--- src/rtl/led_ctrl_pkg.sv ---
// led_ctrl_pkg: shared encodings for the LED scan controller
package led_ctrl_pkg;
    localparam int NUM_LEDS = 4;
    localparam int SEL_W = 2;
    localparam logic [1:0] MODE_MANUAL = 2'b00;
    localparam logic [1:0] MODE_SCAN = 2'b01;
    localparam logic [1:0] MODE_PINGPONG = 2'b10;
    localparam logic [1:0] MODE_HOLD = 2'b11;
    typedef enum logic [1:0] {ST_IDLE, ST_SEED, ST_RUN, ST_PAUSE} state_t;
endpackage

--- src/rtl/led_scan_controller_sel_sequencer.sv ---
// sel_sequencer: owns the demux select and ping-pong direction
module sel_sequencer
    import led_ctrl_pkg::*;
(
    input  logic             clk,
    input  logic             rst_l,
    input  logic [1:0]       mode,
    input  logic [SEL_W-1:0] manual_sel,
    input  logic             load_manual,
    input  logic             advance,
    input  logic             mode_chg,
    output logic [SEL_W-1:0] sel
);
    localparam logic [SEL_W-1:0] LAST_SEL = SEL_W'(NUM_LEDS - 1);
    logic dir_up, go_up;
    logic [SEL_W-1:0] nxt;
    // pick the next select; ping-pong turns around at either end without repeating it
    always_comb begin
        go_up = dir_up ? (sel != LAST_SEL) : (sel == '0);
        nxt = (mode == MODE_PINGPONG && !go_up) ? sel - 1'b1 : sel + 1'b1;
    end
    // select follows the switches in manual mode, otherwise steps on each advance strike
    always_ff @(posedge clk) begin
        if (!rst_l) begin
            sel <= '0;
            dir_up <= 1'b1;
        end else begin
            if (load_manual) sel <= manual_sel;
            else if (advance) sel <= nxt;
            if (mode_chg) dir_up <= 1'b1;
            else if (advance && mode == MODE_PINGPONG) dir_up <= go_up;
        end
    end
endmodule

--- src/rtl/led_scan_controller.sv ---
// led_scan_controller: seeds/runs the LFSR and sequences the LED demux select
module led_scan_controller
    import led_ctrl_pkg::*;
#(
    parameter int NUM_LFSR_BITS = 22,
    parameter logic [NUM_LFSR_BITS-1:0] SEED = NUM_LFSR_BITS'(1),
    parameter int DWELL_TICKS = 4
) (
    input  logic                     i_Clk,
    input  logic                     i_Rst_L,
    input  logic                     i_Slow_Pulse,
    input  logic [1:0]               i_Mode,
    input  logic [SEL_W-1:0]         i_Manual_Sel,
    input  logic                     i_Pause,
    output logic                     o_LFSR_Enable,
    output logic                     o_LFSR_Seed_DV,
    output logic [NUM_LFSR_BITS-1:0] o_LFSR_Seed_Data,
    output logic [SEL_W-1:0]         o_Sel,
    output logic                     o_Toggle,
    output logic                     o_Step
);
    localparam int CW = (DWELL_TICKS + 1 > 2) ? $clog2(DWELL_TICKS + 1) : 1;
    localparam logic [CW-1:0] LAST = CW'(DWELL_TICKS - 1);
    state_t state, state_nxt;
    logic [1:0] mode_q;
    logic [CW-1:0] cnt;
    logic accept, mode_chg, auto_mode, strike, load_manual;
    assign accept = state == ST_RUN && i_Slow_Pulse;
    assign mode_chg = i_Mode != mode_q;
    assign auto_mode = i_Mode == MODE_SCAN || i_Mode == MODE_PINGPONG;
    assign strike = accept && auto_mode && !mode_chg && cnt == LAST;
    assign load_manual = i_Mode == MODE_MANUAL && (state == ST_RUN || state == ST_PAUSE);
    assign o_LFSR_Enable = state == ST_RUN;
    assign o_LFSR_Seed_DV = state == ST_SEED;
    assign o_LFSR_Seed_Data = SEED;
    // IDLE and SEED each last one cycle, then pause level alone moves between RUN and PAUSE
    always_comb begin
        state_nxt = state == ST_IDLE ? ST_SEED : state == ST_SEED ? ST_RUN : i_Pause ? ST_PAUSE : ST_RUN;
    end
    // state, dwell count, toggle and step strobe; a mode change restarts the dwell
    always_ff @(posedge i_Clk) begin
        if (!i_Rst_L) begin
            state <= ST_IDLE;
            mode_q <= MODE_MANUAL;
            cnt <= '0;
            o_Toggle <= 1'b0;
            o_Step <= 1'b0;
        end else begin
            state <= state_nxt;
            mode_q <= i_Mode;
            o_Step <= strike;
            if (accept) o_Toggle <= ~o_Toggle;
            if (mode_chg || i_Mode == MODE_MANUAL) cnt <= '0;
            else if (accept && auto_mode) cnt <= strike ? '0 : cnt + 1'b1;
        end
    end
    sel_sequencer u_seq (
        .clk(i_Clk),
        .rst_l(i_Rst_L),
        .mode(i_Mode),
        .manual_sel(i_Manual_Sel),
        .load_manual(load_manual),
        .advance(strike),
        .mode_chg(mode_chg),
        .sel(o_Sel)
    );
endmodule

--- config.mk ---
export PLATFORM = sky130hd
export DESIGN_NAME = led_scan_controller
export DESIGN_NICKNAME = d
export VERILOG_FILES = /design/src/rtl/led_ctrl_pkg.sv /design/src/rtl/led_scan_controller_sel_sequencer.sv /design/src/rtl/led_scan_controller.sv
export SDC_FILE = /design/constraint.sdc
export NUM_CORES = 1
export LEC_CHECK = 0
export ABC_AREA = 1
export CORE_UTILIZATION = 41
export CTS_CLUSTER_SIZE = 20
export DETAILED_ROUTE_END_ITERATION = 8
export GPL_TIMING_DRIVEN = 0
export PLACE_DENSITY = 0.79
export SETUP_SLACK_MARGIN = 0.5
export SKIP_CTS_REPAIR_TIMING = 1
export SYNTH_ARGS = -nofsm -noshare
export SYNTH_HDL_FRONTEND = slang
export SYNTH_SLANG_ARGS = --single-unit
--- constraint.sdc ---
create_clock -name i_Clk -period 1.7 [get_ports i_Clk]
set_clock_uncertainty 0.1 [all_clocks]
set_input_delay 0.34 -clock i_Clk [delete_from_list [all_inputs] [get_ports i_Clk]]
set_output_delay 0.34 -clock i_Clk [all_outputs]
set_load 0.02 [all_outputs]
==> impl_metrics.csv <==
group,metric,value,unit
die,die_h,47.1,um
power,power_leakage,0.674,nW
detailed_routing,final_antenna_net_count,0,
power,power-per-cell-area,591,nW/um^2
sta,finalSetupViolCount,0,
logic_synthesis,syn_inst,118,
grt,grt-ovfl-total,0,
logic_synthesis,synth.cell_area,832,um^2
sta,final.min_clock_period,1.39,ns
die,die-area,2210,um^2
final_layout,nNetsFinal,171,
logic_synthesis,ys_ff_latch,12,
final_layout,drive_gt1_frac,0.430,
detailed_routing,wl_per_cell,8.52,um
min_path,hold_start,"i_Mode[0]",
sta,fin_crit_sh,0.820,
clock_network,cts_root_buf,"clkbuf_4",
die,core,1820,um^2
final_layout,fin_cells,183,
min_path,holdPathStages,3,
setup_path,critPathLaunchType,"register",
logic_synthesis,synth_edf_count,0,
grt,grt_max_degree,7,
logic_synthesis,netlist_top_cells_area,"dfxtp_1, buf_4, nand2_1",
logic_synthesis,avgSynthCellArea,7.05,um^2
logic_synthesis,yosysSeqAreaShare,0.289,
setup_path,crit_required,1.26,ns
grt,grt_pass1_vias,545,
min_path,hold_path_class,"in -> reg",
run_status,status,"finished, final reports clean",
sta,clock.fmax,717,MHz
logic_synthesis,async_flop_share,0,
die,ios,36,
setup_path,reg2reg_depth,7,
sta,grt_setup_unrepaired,"yes",
setup_path,crit_path_end,"o_LFSR_Seed_DV",
grt,grt_pass1_wl,2140,um
sta,hold_viol,0,
detailed_routing,drcViolationCount,0,
setup_path,cp_top_family,"flip-flops",
detailed_routing,drt_iter0_drc,14,
setup_path,max_stage_delay,0.36,ns
clock_network,numCtsBuffers,3,
placed_design,gp_congestion,0.713,
clock_network,cts.clk_slew.worst_paths,0.08,ns
setup_path,reg2reg_from,"cnt[0]",
power,ir_drop,376,uV
detailed_routing,routed_wl,1560,um
logic_synthesis,synth_top_area_cell,"dfxtp_1",
setup_path,rr_endpoint,"u_seq.sel[1]",
setup_path,arrival,0.95,ns
detailed_routing,vias_per_cell,3.99,
setup_path,crit_slowest_cell,"dfxtp_2",
logic_synthesis,netlist.area_leader.share,0.289,
logic_synthesis,yosysMostFrequentCell,"nand2_1",
clock_network,clock_sinks,12,
placed_design,post-dp-hpwl,1210,um
run,maxCapViolations,0,
clock_network,htree_levels,1,
detailed_routing,drt_first_pass_iters,3,
setup_path,ff2ff_setup_slack,0.34,ns
logic_synthesis,ys.flop_type,"dfxtp_1",
die,initial_core_util,0.457,
logic_synthesis,ys_top_cells_by_count,"nand2_1, buf_4, inv_1",
setup_path,worst-path-buf-inv,2,
clock_network,clock_latency,0.27,ns
setup_path,cp-startpoint,"state[0]",
setup_path,cp-end-kind,"output port",
placed_design,dp.cells,176,
logic_synthesis,yosysWarnings,0,
sta,slew_violations,0,
grt,grtUsageTotal,0.140,
setup_path,worstPathMaxFanout,3,
placed_design,port_buffers,13,
logic_synthesis,ys_types,20,
setup_path,path_depth,3,
setup_path,critical_path_class,"reg -> out",
grt,antenna_found_initial,0,
final_layout,syn2layout_area_growth,43.2,%
sta,setup_slack,0.305,ns
die,dieWidth,47.1,um
placed_design,place_ws,-0.475,ns
final_layout,num_antenna_cells,0,
clock_network,cts_tree,"built",
clock_network,clk_path_buf_depth,2,
detailed_routing,dr_total_vias,731,
die,row_count,15,
setup_path,crit_chain,"inv_2 -> nor2_2 -> buf_6",
## power by group
group,switching (mW),internal [mW]
Sequential,0.0113,0.293
Clock,0.0931,0.0820
Combinational,0.127,0.0977
Total,0.232,0.473
## worst min-delay path, cell delays in order
cell and delay, ns:
clkbuf_2 0.14, nand2_1 0.07, inv_1 0.03
## logic make-up (layout without fill, tap and decap cells)
logic type / after synthesis / in the layout / synth area share
xor gates and xnor gates: 2 / 2 / 0.0211
other: 2 / 22 / 0.00903
buffers and inverters: 40 / 60 / 0.280
DFF: 12 / 12 / 0.289
adders and majority gates: 3 / 3 / 0.0451
and+or+nand+nor: 51 / 51 / 0.308
AOI/OAI and AO/OA: 8 / 8 / 0.0481
## area by class of cell
type / count / area, um^2
fillers: 174 / 629
multi-input cells: 86 / 473
plain buffers: 22 / 165
flip-flops and latches: 12 / 255
repair buffers: 17 / 156
well taps: 25 / 31.3
inverters: 18 / 87.6
clock buffers: 3 / 22.5
## worst min-delay path by stage
stage	slack, ns	end
after floorplan	0.33	mode_q[0]
after global placement	0.36	cnt[1]
after detailed placement	0.36	cnt[1]
after CTS	0.37	cnt[1]
after global routing	0.25	mode_q[0]
final	0.25	mode_q[0]
## flip-flops by register name (all words and copies together) (netlist names)
register,cells
cnt,3
mode_q,2
state,2
u_seq.sel,2
o_Step,1
o_Toggle,1
u_seq.dir_up,1
## layout by cell type (no fill, tap or decap), types with 3 or more instances in the layout
master / instances
buf_4: 26
nand2_1: 22
conb_1: 22
inv_1: 13
nor2_1: 10
dfxtp_2: 6
nand2_2: 5
buf_6: 5
dfxtp_1: 4
inv_2: 3
nor2_2: 3
o21ai_0: 3
nand3_1: 3
clkbuf_4: 3
clkdlybuf4s50_1: 3
## through the flow
step	instance area, um^2	hold WS (ns)	utilization	total power [mW]	setup TNS, ns
2_1_floorplan	943	0.333	-	0.462	0
6_report	1190	0.247	0.654	0.705	0
3_3_place_gp	1100	0.355	0.607	0.510	-2.40
4_1_cts	1130	0.371	0.619	0.686	-1.33
3_5_place_dp	1100	0.359	0.607	0.514	-2.62
5_1_grt	1190	0.252	0.654	0.740	0
## metal layers
metal | GRT usage | part of all wire | up-vias
met5 | 0 | 0 | -
met4 | 0.0514 | 0.024 | 0
met3 | 0.0385 | 0.062 | 5
met2 | 0.253 | 0.51 | 29
met1 | 0.156 | 0.41 | 302
li1 | - | - | 395
(Power assumes the default switching activity.)
